[src/rtl/commit_monitor_pkg.sv]
// Shared encodings and FSM states for the commit monitor.
package commit_monitor_pkg;

    localparam logic [31:0] EBREAK_INST = 32'h00100073;
    localparam logic [31:0] NOP_INST    = 32'h00000013;
    localparam logic [4:0]  A0_IDX      = 5'd10;

    typedef enum logic [1:0] {
        RUN,
        DRAIN,
        HALTED
    } state_e;

endpackage

[src/rtl/commit_watchdog.sv]
// No-commit watchdog: counts idle cycles while enabled and flags expiry
// on the cycle the count reaches TIMEOUT-1 with no commit present.
module commit_watchdog #(
    parameter int unsigned TIMEOUT = 100000
) (
    input  logic clock,
    input  logic reset,
    input  logic i_en,
    input  logic i_valid,
    output logic o_expire
);

    localparam logic [31:0] LIMIT = 32'(TIMEOUT - 1);

    logic [31:0] r_idle;

    // Idle counter: a commit restarts it, it holds while the monitor is not running.
    always_ff @(posedge clock) begin
        if (reset) begin
            r_idle <= '0;
        end else if (i_en) begin
            r_idle <= i_valid ? 32'd0 : r_idle + 32'd1;
        end
    end

    // A commit in the same cycle always wins over expiry.
    assign o_expire = (TIMEOUT != 0) && i_en && !i_valid && (r_idle == LIMIT);

endmodule

[src/rtl/commit_monitor.sv]
// Retirement monitor: shadows a0, counts cycles/instret, and after an
// ebreak (plus a drain interval) or a watchdog expiry presents the halt
// instruction and halt code to the downstream halt/trace block.
module commit_monitor
    import commit_monitor_pkg::*;
#(
    parameter int unsigned DRAIN_CYCLES = 4,
    parameter int unsigned TIMEOUT      = 100000,
    parameter logic [63:0] TIMEOUT_CODE = 64'h0000_0000_DEAD_BEEF
) (
    input  logic        clock,
    input  logic        reset,
    input  logic        wb_valid,
    input  logic [63:0] wb_pc,
    input  logic [31:0] wb_inst,
    input  logic        wb_rf_wen,
    input  logic [4:0]  wb_rd,
    input  logic [63:0] wb_rf_wdata,
    output logic [31:0] sim_inst,
    output logic [63:0] sim_r10,
    output logic        halted,
    output logic        timeout,
    output logic [63:0] halt_pc,
    output logic [63:0] cycle_cnt,
    output logic [63:0] instret_cnt
);

    localparam logic [31:0] DRAIN_INIT = 32'(DRAIN_CYCLES);

    state_e      r_state;
    logic [31:0] r_drain_cnt;
    logic [63:0] r_a0;
    logic [63:0] r_last_pc;
    logic [63:0] r_halt_pc;
    logic [63:0] r_cycle_cnt;
    logic [63:0] r_instret_cnt;
    logic        r_halted;
    logic        r_timeout;
    logic [31:0] r_sim_inst;
    logic [63:0] r_sim_r10;

    logic w_run;
    logic w_ebreak;
    logic w_expire;

    assign w_run    = (r_state == RUN);
    assign w_ebreak = wb_valid && (wb_inst == EBREAK_INST);

    commit_watchdog #(
        .TIMEOUT (TIMEOUT)
    ) u_watchdog (
        .clock    (clock),
        .reset    (reset),
        .i_en     (w_run),
        .i_valid  (wb_valid),
        .o_expire (w_expire)
    );

    // Monitor FSM; halt outputs are loaded on the same edge that enters HALTED.
    always_ff @(posedge clock) begin
        if (reset) begin
            r_state       <= RUN;
            r_drain_cnt   <= '0;
            r_a0          <= '0;
            r_last_pc     <= '0;
            r_halt_pc     <= '0;
            r_cycle_cnt   <= '0;
            r_instret_cnt <= '0;
            r_halted      <= 1'b0;
            r_timeout     <= 1'b0;
            r_sim_inst    <= NOP_INST;
            r_sim_r10     <= '0;
        end else begin
            case (r_state)
                RUN: begin
                    r_cycle_cnt <= r_cycle_cnt + 64'd1;
                    if (wb_valid) begin
                        r_instret_cnt <= r_instret_cnt + 64'd1;
                        r_last_pc     <= wb_pc;
                        if (wb_rf_wen && wb_rd == A0_IDX) r_a0 <= wb_rf_wdata;
                    end
                    if (w_ebreak) begin
                        r_halt_pc   <= wb_pc;
                        r_drain_cnt <= DRAIN_INIT;
                        r_state     <= DRAIN;
                    end else if (w_expire) begin
                        r_halt_pc  <= r_last_pc;
                        r_timeout  <= 1'b1;
                        r_halted   <= 1'b1;
                        r_sim_inst <= EBREAK_INST;
                        r_sim_r10  <= TIMEOUT_CODE;
                        r_state    <= HALTED;
                    end
                end
                DRAIN: begin
                    // At least one DRAIN cycle follows the ebreak, so r_a0
                    // already holds any a0 write made by the ebreak itself.
                    r_cycle_cnt <= r_cycle_cnt + 64'd1;
                    if (r_drain_cnt == 32'd0) begin
                        r_halted   <= 1'b1;
                        r_sim_inst <= EBREAK_INST;
                        r_sim_r10  <= r_a0;
                        r_state    <= HALTED;
                    end else begin
                        r_drain_cnt <= r_drain_cnt - 32'd1;
                    end
                end
                HALTED: begin
                end
                default: r_state <= RUN;
            endcase
        end
    end

    assign sim_inst    = r_sim_inst;
    assign sim_r10     = r_sim_r10;
    assign halted      = r_halted;
    assign timeout     = r_timeout;
    assign halt_pc     = r_halt_pc;
    assign cycle_cnt   = r_cycle_cnt;
    assign instret_cnt = r_instret_cnt;

endmodule

[config.mk]
export PLATFORM = sky130hd
export DESIGN_NAME = commit_monitor
export DESIGN_NICKNAME = d
export VERILOG_FILES = /design/src/rtl/commit_monitor_pkg.sv /design/src/rtl/commit_watchdog.sv /design/src/rtl/commit_monitor.sv
export SDC_FILE = /design/constraint.sdc
export NUM_CORES = 1
export LEC_CHECK = 0
export CAP_MARGIN = 20
export CORE_MARGIN = 4
export CORE_UTILIZATION = 40
export DETAILED_ROUTE_END_ITERATION = 8
export GPL_ROUTABILITY_DRIVEN = 0
export PLACE_DENSITY_LB_ADDON = 0.15
export SLEW_MARGIN = 20
export SYNTH_ARGS = -nofsm -noshare
export SYNTH_HDL_FRONTEND = slang
export SYNTH_SLANG_ARGS = --single-unit
[constraint.sdc]
create_clock -name clock -period 5.1 [get_ports clock]
set_input_delay 1.53 -clock clock [delete_from_list [all_inputs] [get_ports clock]]
set_output_delay 1.53 -clock clock [all_outputs]
set_load 0.01 [all_outputs]
==> out/results.txt, run 1 <==
The flow ran to the end, and the final reports show no timing, DRC or antenna violations. The tools report the met2 demand-to-capacity share in global routing as 34.66%. The number of synthesis warnings came out at 0.

Of all nets on the critical path, the largest fanout is 16. The initial antenna violation count was 5; the share of synthesized flip-flops with an asynchronous set or reset was 0%. The global-route track usage on met3 is 5.352%, and the global-route wire length before repair is 97.12 mm. Entering global routing, the biggest net connects 187 pins. The clock period could shrink to 3.992 ns.

The kind of cell with the highest combined delay along the critical path is simple AND/OR/NAND/NOR gates. The tools report the net count of the finished layout as 2,848. At the worst endpoint, the required time is 5.59 ns.

The layout overhead on the synthesized area was 32.89%. The count of instances resized after the clock tree is built was 0. Timing analysis after detailed placement gives a worst setup slack of 0.5321 ns.

Before antenna repair, the detailed router went through 5 iterations. The detailed placement HPWL is 40.28 mm, and the proportion of synthesized chip area in sequential cells is 45.82%. The global route total overflow was 0; the met1 track utilization from global routing was 28.88%.

The count of nets left with antenna violations once routing finished came out at 0. In this run, synthesis inferred 0 flip-flops with an integrated enable. The CTS root buffer was sky130_fd_sc_hd__clkbuf_16. In the final timing run, aggregate negative setup slack is 0 ns. The core footprint is 48,850 um2. The tools report the sink count of the clock tree as 452. The average cell area after synthesis is 8.447 um2. During placement, the flow inserted port buffers numbering 429.

The cell count after synthesis came out at 2,338. Number of vias in the routed layout: 18,690. After detailed routing, the number of remaining DRC violations is 0. The critical path launch point type was an input port.

Setup slack of the most critical reg-to-reg path: 1.91 ns. The critical path goes through clkdlybuf4s50_1, or3b_2, nor3_1, nand3_1, or4_1, a21oi_1. The floorplan step set the die width to 230.2 um. The path class of the lowest-slack min-delay path was flop to flop. Number of pins exceeding their max-slew limit in the final report: 0. The worst register-to-register path ends at cycle_cnt[53]. Summing internal, switching and leakage power gives 7872 uW.

The count of final hold-check violations was 0. The worst setup path is captured at a flop. The combined buffer and inverter count along the critical path is 1. In the layout the commonest cells are sky130_fd_sc_hd__dfxtp_1 (452), sky130_fd_sc_hd__clkdlybuf4s50_1 (428), sky130_fd_sc_hd__a21oi_1 (331). For this design the static power due to leakage is 0.008884 uW. Area of the mapped netlist: 19,750 um2.

The tools report the setup fix buffers added after clock tree synthesis as 0. The run gives 0 as the number of max-cap violations. For this block, the routed nets add up to 61.51 mm of wire. The most used flip-flop cell after synthesis is sky130_fd_sc_hd__dfxtp_1. Synthesis inferred 452 register bits. Counting distinct cell types in the post-synthesis netlist gives 60. For this design the top-level I/O count stands at 459.

The total CTS buffers came out at 51. The global router's overall resource usage is 21.97%. Once routing completed, OpenROAD measured the worst setup slack at 1.108 ns.

The critical setup path kind was input port to flop. Critical path's largest stage delay: 0.67 ns. The launch point of the worst reg-to-reg path was cycle_cnt[35]. For the effective utilization at floorplan, the log shows 40.43%. TritonCTS built the clock tree. Setup violations remaining at the end of the flow were counted as 0. The die covers 52,990 um2. In the final layout, the share of cells above drive strength 1 is 6.112%. The floorplan row count was 81. The number of vias per cell after detailed routing works out to 5.525. Tightest slew margin relative to the limit: 30.03%.

In this run, the number of DRC markers left after iteration 0 of detailed routing was 1,314. The clock reaches the later pin of the worst-skew pair after 0.58 ns. The worst ir drop on vdd was 224.9 uV. For this design, the slowest cell found on the critical path is sky130_fd_sc_hd__clkdlybuf4s50_1. The H-tree generated during clock tree synthesis spans 2 levels. The number of cells on the worst reg-to-reg path is 5. The library cell used most frequently in the layout, excluding fill and tap cells, is sky130_fd_sc_hd__dfxtp_1. The critical path runs through a total of 6 cells.

The run gives 4.49 ns as the data arrival time of the critical path. The floorplan step set the die height to 230.2 um. met2 is the most crowded layer. The tools report the worst slack on hold paths as 0.4531 ns.

Timing would allow up to 250.5 MHz. Clock-pin slew was measured on the worst setup and hold paths at 0.06 ns. The critical path starts at wb_valid. The actual transition at the worst max-transition pin was 1.040 ns. Dividing the final minimum period by the clock period gives 78.27%. The tools report the capture point of the critical path as instret_cnt[59]. For this design, the CTS-stage hold fixing added 0 buffers. The logs give 17,860 for the via count of the first global-routing pass and 3 for the buffer depth of the longest clock path. The post-detailed-route wirelength per cell came out at 18.18 um. The setup skew after layout is 0.01916 ns.

Setup repair after global routing left no endpoint under its margin. In this run the power density over the cells is 300.0 nW/um2.
state kept, by name, summed over array words and instances (netlist names):
signal	cells
sim_inst	1
r_last_pc	64
halt_pc	64
u_watchdog.r_idle	32
r_state	2
r_a0	64
cycle_cnt	64
timeout	1
r_drain_cnt	32
instret_cnt	64
sim_r10	64
logic make-up after synthesis:
logic type               synth area share (%)
AND/OR/NAND/NOR                         23.89
adder cells (fa/ha/maj)                0.2534
multiplexers                            3.706
other                                 0.03803
buffers and inverters                   5.252
XOR/XNOR                                3.637
AO/OA/AOI/OAI                           17.40
flip-flops                              45.82
area by class of cell:
| class | count | area [um2] |
|---|---|---|
| antenna | 3 | 7.507 |
| clock buffer | 71 | 1484 |
| clock inverter | 23 | 347.8 |
| fill | 4517 | 22610 |
| inverter | 23 | 86.33 |
| multi-input combinational | 1684 | 9798 |
| sequential | 452 | 9049 |
| tap | 664 | 830.8 |
| timing repair buffer | 463 | 4641 |
tightest hold or removal path: stages, from the launching register on:
cell                      delay [ns]
sky130_fd_sc_hd__dfxtp_1        0.30
sky130_fd_sc_hd__nand2_1        0.05
sky130_fd_sc_hd__a21oi_1        0.05
worst min-delay path by stage:
stage	from	to	slack (ns)	cells past startpoint
2_1_floorplan	r_last_pc[0]	r_last_pc[0]	0.44	2
3_3_place_gp	r_last_pc[36]	r_last_pc[36]	0.44	2
3_5_place_dp	r_last_pc[39]	r_last_pc[39]	0.45	2
4_1_cts	r_last_pc[30]	r_last_pc[30]	0.45	2
5_1_grt	r_last_pc[39]	r_last_pc[39]	0.47	2
6_report	r_last_pc[30]	r_last_pc[30]	0.45	2
metal layers:
layer / vias to the layer above / routed length (um)
li1: 9072 / -
met1: 8916 / 26730
met2: 572 / 28290
met3: 127 / 4191
met4: 4 / 2268
met5: - / 28
metrics by stage:
stage / util [%] / area (um2) / instances
final: 53.72 / 26240 / 3383
after CTS: 53.69 / 26230 / 3379
after detailed placement: 49.94 / 24390 / 3285
after global routing: 53.72 / 26240 / 3383
after floorplan: - / 19850 / 2365
after global placement: 49.91 / 24380 / 3284
cell usage after synthesis (32+ instances only):
master | n | area (um2)
sky130_fd_sc_hd__a21oi_1 | 331 | 1657
sky130_fd_sc_hd__buf_4 | 32 | 240.2
sky130_fd_sc_hd__clkbuf_1 | 140 | 525.5
sky130_fd_sc_hd__dfxtp_1 | 452 | 9049
sky130_fd_sc_hd__mux2i_1 | 72 | 720.7
sky130_fd_sc_hd__nand2_1 | 330 | 1239
sky130_fd_sc_hd__nand3_1 | 106 | 530.5
sky130_fd_sc_hd__nand4_1 | 68 | 425.4
sky130_fd_sc_hd__nor2_1 | 135 | 506.7
sky130_fd_sc_hd__nor3_1 | 49 | 245.2
sky130_fd_sc_hd__o211ai_1 | 40 | 300.3
sky130_fd_sc_hd__o21ai_0 | 47 | 235.2
sky130_fd_sc_hd__o31ai_1 | 105 | 788.3
sky130_fd_sc_hd__or3_1 | 56 | 350.3
sky130_fd_sc_hd__or4_1 | 50 | 375.4
sky130_fd_sc_hd__xor2_1 | 52 | 455.4
where the power goes:
part           internal (uW)  switching [uW]  total [uW]
logic                    166             167         334
registers               3570            21.3        3590
clock network           2480            1470        3950
Power figures use the tool's default switching activity.
==> run 2, diff against run 1 <==
==> constraint.sdc (replaced) <==
create_clock -name clock -period 3.4 [get_ports clock]
set_input_delay 1.02 -clock clock [delete_from_list [all_inputs] [get_ports clock]]
set_output_delay 1.02 -clock clock [all_outputs]
set_load 0.01 [all_outputs]
==> out/results.txt, run 2 (synthesis results as in run 1) <==
The total die area was 52,990 um2. The topmost layer with routed signal wires is met5. Summed over all nets, wire length on met2 after detailed routing comes to 29.75 mm.

The run gives 452 as the sink count of the clock tree. On the final layout, the worst clock skew is 0.01127 ns. The first global-routing pass estimated 97.20 mm of wire.

The run gives 3.44 ns as the data arrival time of the critical path. The number of max-cap violations was 0; the number of design rule violations left after detail routing was 0. At the placement stage, the worst setup path has a slack of -0.1473 ns. H-tree depth: 2.

The initial utilization of the core area, before any placement, comes to 40.43%. Path class of the lowest-slack min-delay path: flop to flop. Setup slack closes at 0.4552 ns.

The most common library cell in the layout ignoring fill and taps was sky130_fd_sc_hd__dfxtp_1. The post-detailed-route count of antenna-violating nets is 0. TritonCTS built the clock tree. The I/O pin count is 459, and the worst ir drop on vdd is 355.2 uV.

Walking the worst path, the cells encountered are clkdlybuf4s50_1, buf_4, nor3b_2, buf_4, and4_1, nand4_1, or4_1, a21oi_1. The run gives 0 as the count of instances resized after the clock tree is built. The fraction of layout instances using a drive strength above 1 is 7.106%. The global route total overflow was 0.

In this run the deepest clock path goes through 3 buffers. CTS root buffer: sky130_fd_sc_hd__clkbuf_16. On the worst path, the slowest cell contributes a delay of 0.58 ns.

Of all nets on the critical path, the largest fanout is 6. Most frequent cell on the critical path: sky130_fd_sc_hd__buf_4. The later pin in the worst-skew pair is clocked with a latency of 0.58 ns.

The die is 230.2 um tall. Once layout is complete, the cells apart from fillers number 3,408. Including well taps, the total number of placed cells is 3,321. The tools report the number of vias in the routed layout as 18,810.

The global router's overall resource usage came out at 21.90%. The tools report the hold buffer count at cts as 0. Clock tree synthesis inserted a total of 50 buffers.

The worst setup path is launched from an input port. The detailed-route wire length was 61.76 mm. The floorplan step defined a core boundary enclosing 48,850 um2. 0 antenna diodes ended up in the layout. The die extent in x works out to 230.2 um. In the final routed layout, each cell accounts on average for 18.12 um. The number of setup buffers added after CTS is 0.

After layout, the design draws a total of 11,400 uW. The number of pins exceeding their max-slew limit in the final report came out at 0. Summed over all nets, wire length on met3 after detailed routing comes to 4.378 mm. For the pin with the worst max-slew slack, the measured transition is 0.8704 ns.

The net count of the finished layout is 2,882, and the final period demand of the worst path is 2.945 ns. In the routed layout, each cell is associated on average with a via count of 5.518. The detailed placement HPWL came out at 41.13 mm. In the layout the commonest cells are sky130_fd_sc_hd__dfxtp_1 (452), sky130_fd_sc_hd__clkdlybuf4s50_1 (428), sky130_fd_sc_hd__a21oi_1 (331).

STA puts the critical path data required time at 3.90 ns. The via count of the first global-routing pass was 17,990. The count of buffers added on input and output ports is 429.

After clock tree synthesis, the clock-pin slew on the worst setup and hold paths is 0.06 ns. The first detailed-routing pass took 5 iterations. Setup violations remaining at the end of the flow were counted as 0. STA classifies the critical path endpoint as a flop. The layout has 4,498 filler cells.

The flow ran to the end, and the final reports show no timing, DRC or antenna violations. The peak clock frequency supported by timing came out at 339.6 MHz. The largest individual stage delay along the critical path comes from the cell sky130_fd_sc_hd__or4_1. The worst slack on hold paths came out at 0.4536 ns.

By startpoint and endpoint, the worst setup path is classified as input port to flop. For this design the ratio of total power to cell area is 430.7 nW/um2. The tightest slew margin relative to the limit came out at 41.70%. The tools report the initial antenna violation count as 5. Entering global routing, the biggest net connects 152 pins.

After detailed routing, the wire length on met1 is 26.42 mm. From synthesis to final layout, the design area changed by 34.02%. The tools report the count of final hold-check violations as 0. Setup repair after global routing left no endpoint under its margin.

Dividing the final minimum period by the clock period gives 86.61%. For this design the static power due to leakage is 0.009032 uW. The tools report the DRC marker count from the first detailed-route iteration as 1,122. For the floorplan row count, the log shows 81.
## run 2: layer usage
| layer | up-vias | global-route usage [%] |
|---|---|---|
| li1 | 9130 | - |
| met1 | 9042 | 27.76 |
| met2 | 541 | 37.11 |
| met3 | 84 | 5.885 |
| met4 | 8 | 5.577 |
| met5 | - | 0 |
## run 2: final timing paths
path	start	end	slack [ns]	cells after the start
setup reg to reg	r_state[1]	cycle_cnt[60]	0.57	5
hold reg to reg	r_last_pc[57]	r_last_pc[57]	0.45	2
setup / recovery	wb_valid	instret_cnt[60]	0.46	8
hold / removal	r_last_pc[57]	r_last_pc[57]	0.45	2
## run 2: layout make-up
class                           instances  area, um2  area share (%)
Inverter                               23      86.33          0.3262
Clock buffer                           75       1549           5.852
Tap cell                              664      830.8           3.139
Timing Repair Buffer                  498       5017           18.96
Sequential cell                       452       9049           34.19
Multi-Input combinational cell       1684       9798           37.02
Clock inverter                         12      137.6          0.5200
## run 2: worst max-delay path, delay by kind of cell
kind            cells  cell delay [ns]
simple gates        4             1.40
compound gates      1             0.15
buf+inv             3             0.87
## run 2: where the power goes
part           switching (uW)  internal [uW]  total [uW]
sequential               31.6           5350        5380
combinational             256            259         515
clock                    2160           3350        5500
total                    2440           8960       11400
## run 2: through the flow
step	TNS [ns]	cell area, um2	utilization (%)
3_3_place_gp	-0.7549	24780	50.73
6_report	0	26470	54.18
4_1_cts	0	26470	54.18
3_5_place_dp	-1.284	24780	50.73
5_1_grt	0	26470	54.18
2_1_floorplan	0	19850	-
==> patch: new RTL, flow settings as in run 2 <==
Reset style: asynchronous (`reset`), changed in 2 clocked blocks.
--- a/src/rtl/commit_watchdog.sv
+++ b/src/rtl/commit_watchdog.sv
@@ -15,7 +15,7 @@
     logic [31:0] r_idle;
 
     // Idle counter: a commit restarts it, it holds while the monitor is not running.
-    always_ff @(posedge clock) begin
+    always_ff @(posedge clock or posedge reset) begin
         if (reset) begin
             r_idle <= '0;
         end else if (i_en) begin
--- a/src/rtl/commit_monitor.sv
+++ b/src/rtl/commit_monitor.sv
@@ -57,7 +57,7 @@
     );
 
     // Monitor FSM; halt outputs are loaded on the same edge that enters HALTED.
-    always_ff @(posedge clock) begin
+    always_ff @(posedge clock or posedge reset) begin
         if (reset) begin
             r_state       <= RUN;
             r_drain_cnt   <= '0;
Formal check against the unedited RTL: differs if reset is asserted again (counterexample within 4 cycles, from zero or initial values and one cycle with reset high); with reset held inactive, the same outputs for 4 cycles.
==> patch against run 2 <==
Critical path depth unchanged. Worst setup slack worse by 100 ps. Routed wire length decreased by 17%. Cell count fell by 15%. Final area rose by 3.9%. Count of clock-buffer cells in the layout up 8. Sequential power grew 6.9%. Highest routed layer is now met4. Largest cell class is now flip-flops and latches. Non-clock buffer count decreased by 8. Area after synthesis grew 2.6%. Sequential cell count unchanged. First-iteration DRC count fell by 41%. Largest power group is now registers. Critical endpoint is now halt_pc[22]. Utilization grew 0.73 points. Power up 8.1%.
==> patch: results (changes against run 2) <==
Global routing
  • Largest net degree at the start of global routing: 114 (-25%)
  • Vias in the first global route: 14800 (-18%)
  • Grt met2 use: 31.7% (-5.4 points)
  • First-pass GRT wire length: 81000 um (-17%)
  • Met3 usage: 3.48% (-2.4 points)
  • Total GRT Usage: 18.5% (-3.4 points)

Synthesis
  • Synth top area cells: dfrtp_1, mux2_2, xnor2_1, mux2i_1, xor2_1
  • Async set-or-reset flop fraction in the synthesized netlist: 100% (+100 points)
  • Synth Flop Type: dfrtp_1
  • Sequential share of the synthesized area: 55.8% (+10 points)
  • Post-synth top cells: dfrtp_1, mux2_2, nand2_1
  • Yosys cell types: 48 (-20%)

STA
  • Worst-case clock skew: 16.2 ps (+4.88 ps)
  • Rel. slew slack: 30.5% (-11 points)
  • Final critical-path share of the clock period: 89.7% (+3.1 points)

Detailed routing
  • Top sig layer: met4
  • 1st-iter DRT viols: 658 (-41%)
  • Routed met1 length: 21300 um (-20%)
  • First drt pass iteration count: 6 (+1)
  • Final wirelength: 51300 um (-17%)

Power
  • Leakage: 0.0126 uW (+39%)
  • Maximum VDD drop: 0.402 mV (+13%)

Clocking
  • Number of buffers created by CTS: 52 (+4.0%)

Worst setup path
  • Worst r2r dst: r_drain_cnt[23]
  • Worst reg2reg startpoint: r_drain_cnt[11]

Placement
  • HPWL after detailed placement: 36600 um (-11%)
  • Setup WS pre-CTS: -258 ps (-110 ps)

Status
  • Status: completed

Final layout
  • Layout cells sized above 1: 19.2% (+12 points)
patch: cell families (layout without fill, tap and decap cells):
group	count (synthesis)	count (layout)	synth area share, %
and+or+nand+nor	511	511	13.2
DFF	452	452	55.8
adders and majority gates	4	4	0.247
buffers and inverters	190	672	4.17
muxes	334	334	18.1
xor gates and xnor gates	161	161	6.96
other	2	30	0.0371
AOI/OAI and AO/OA	47	47	1.41
patch: layout make-up:
class                   instances  area [um^2]
fillers                      4367        22600
flip-flops and latches        452        11300
multi-input cells            1086         8240
repair buffers                490         4980
clock buffers                  83         1650
well taps                     672          841
inverters                      89          338
clock inverters                10          133
diodes                          1         2.50
patch: how the worst min path moves through the flow:
| stage | start | endpoint | slack (ps) | cells after the start |
|---|---|---|---|---|
| after floorplan | r_drain_cnt[11] | r_drain_cnt[11] | 440 | 1 |
| after global placement | timeout | timeout | 450 | 1 |
| after detailed placement | timeout | timeout | 460 | 1 |
| after CTS | instret_cnt[63] | instret_cnt[63] | 470 | 1 |
| after global routing | instret_cnt[63] | instret_cnt[63] | 480 | 1 |
| final | instret_cnt[63] | instret_cnt[63] | 470 | 1 |
patch: power breakdown:
part / leakage, uW / internal [uW] / total, uW / switching, uW
clock: 0.000886 / 3520 / 5740 / 2220
combinational: 0.00611 / 506 / 833 / 327
sequential: 0.00559 / 5600 / 5750 / 151
total: 0.0126 / 9630 / 12300 / 2690
patch: per-stage QoR:
stage / utilization, % / std cells
final: 54.9 / 2883
after global routing: 54.9 / 2883
after CTS: 54.9 / 2882
after detailed placement: 51.3 / 2789
after global placement: 51.3 / 2789
after floorplan: - / 1728
patch: worst max-delay path, stage by stage:
cell and delay (ps):
clkdlybuf4s50_1 390, nor4_1 540, buf_4 210, and3_1 160, and4_2 300, buf_12 240
mux2_2 370, mux2_2 260
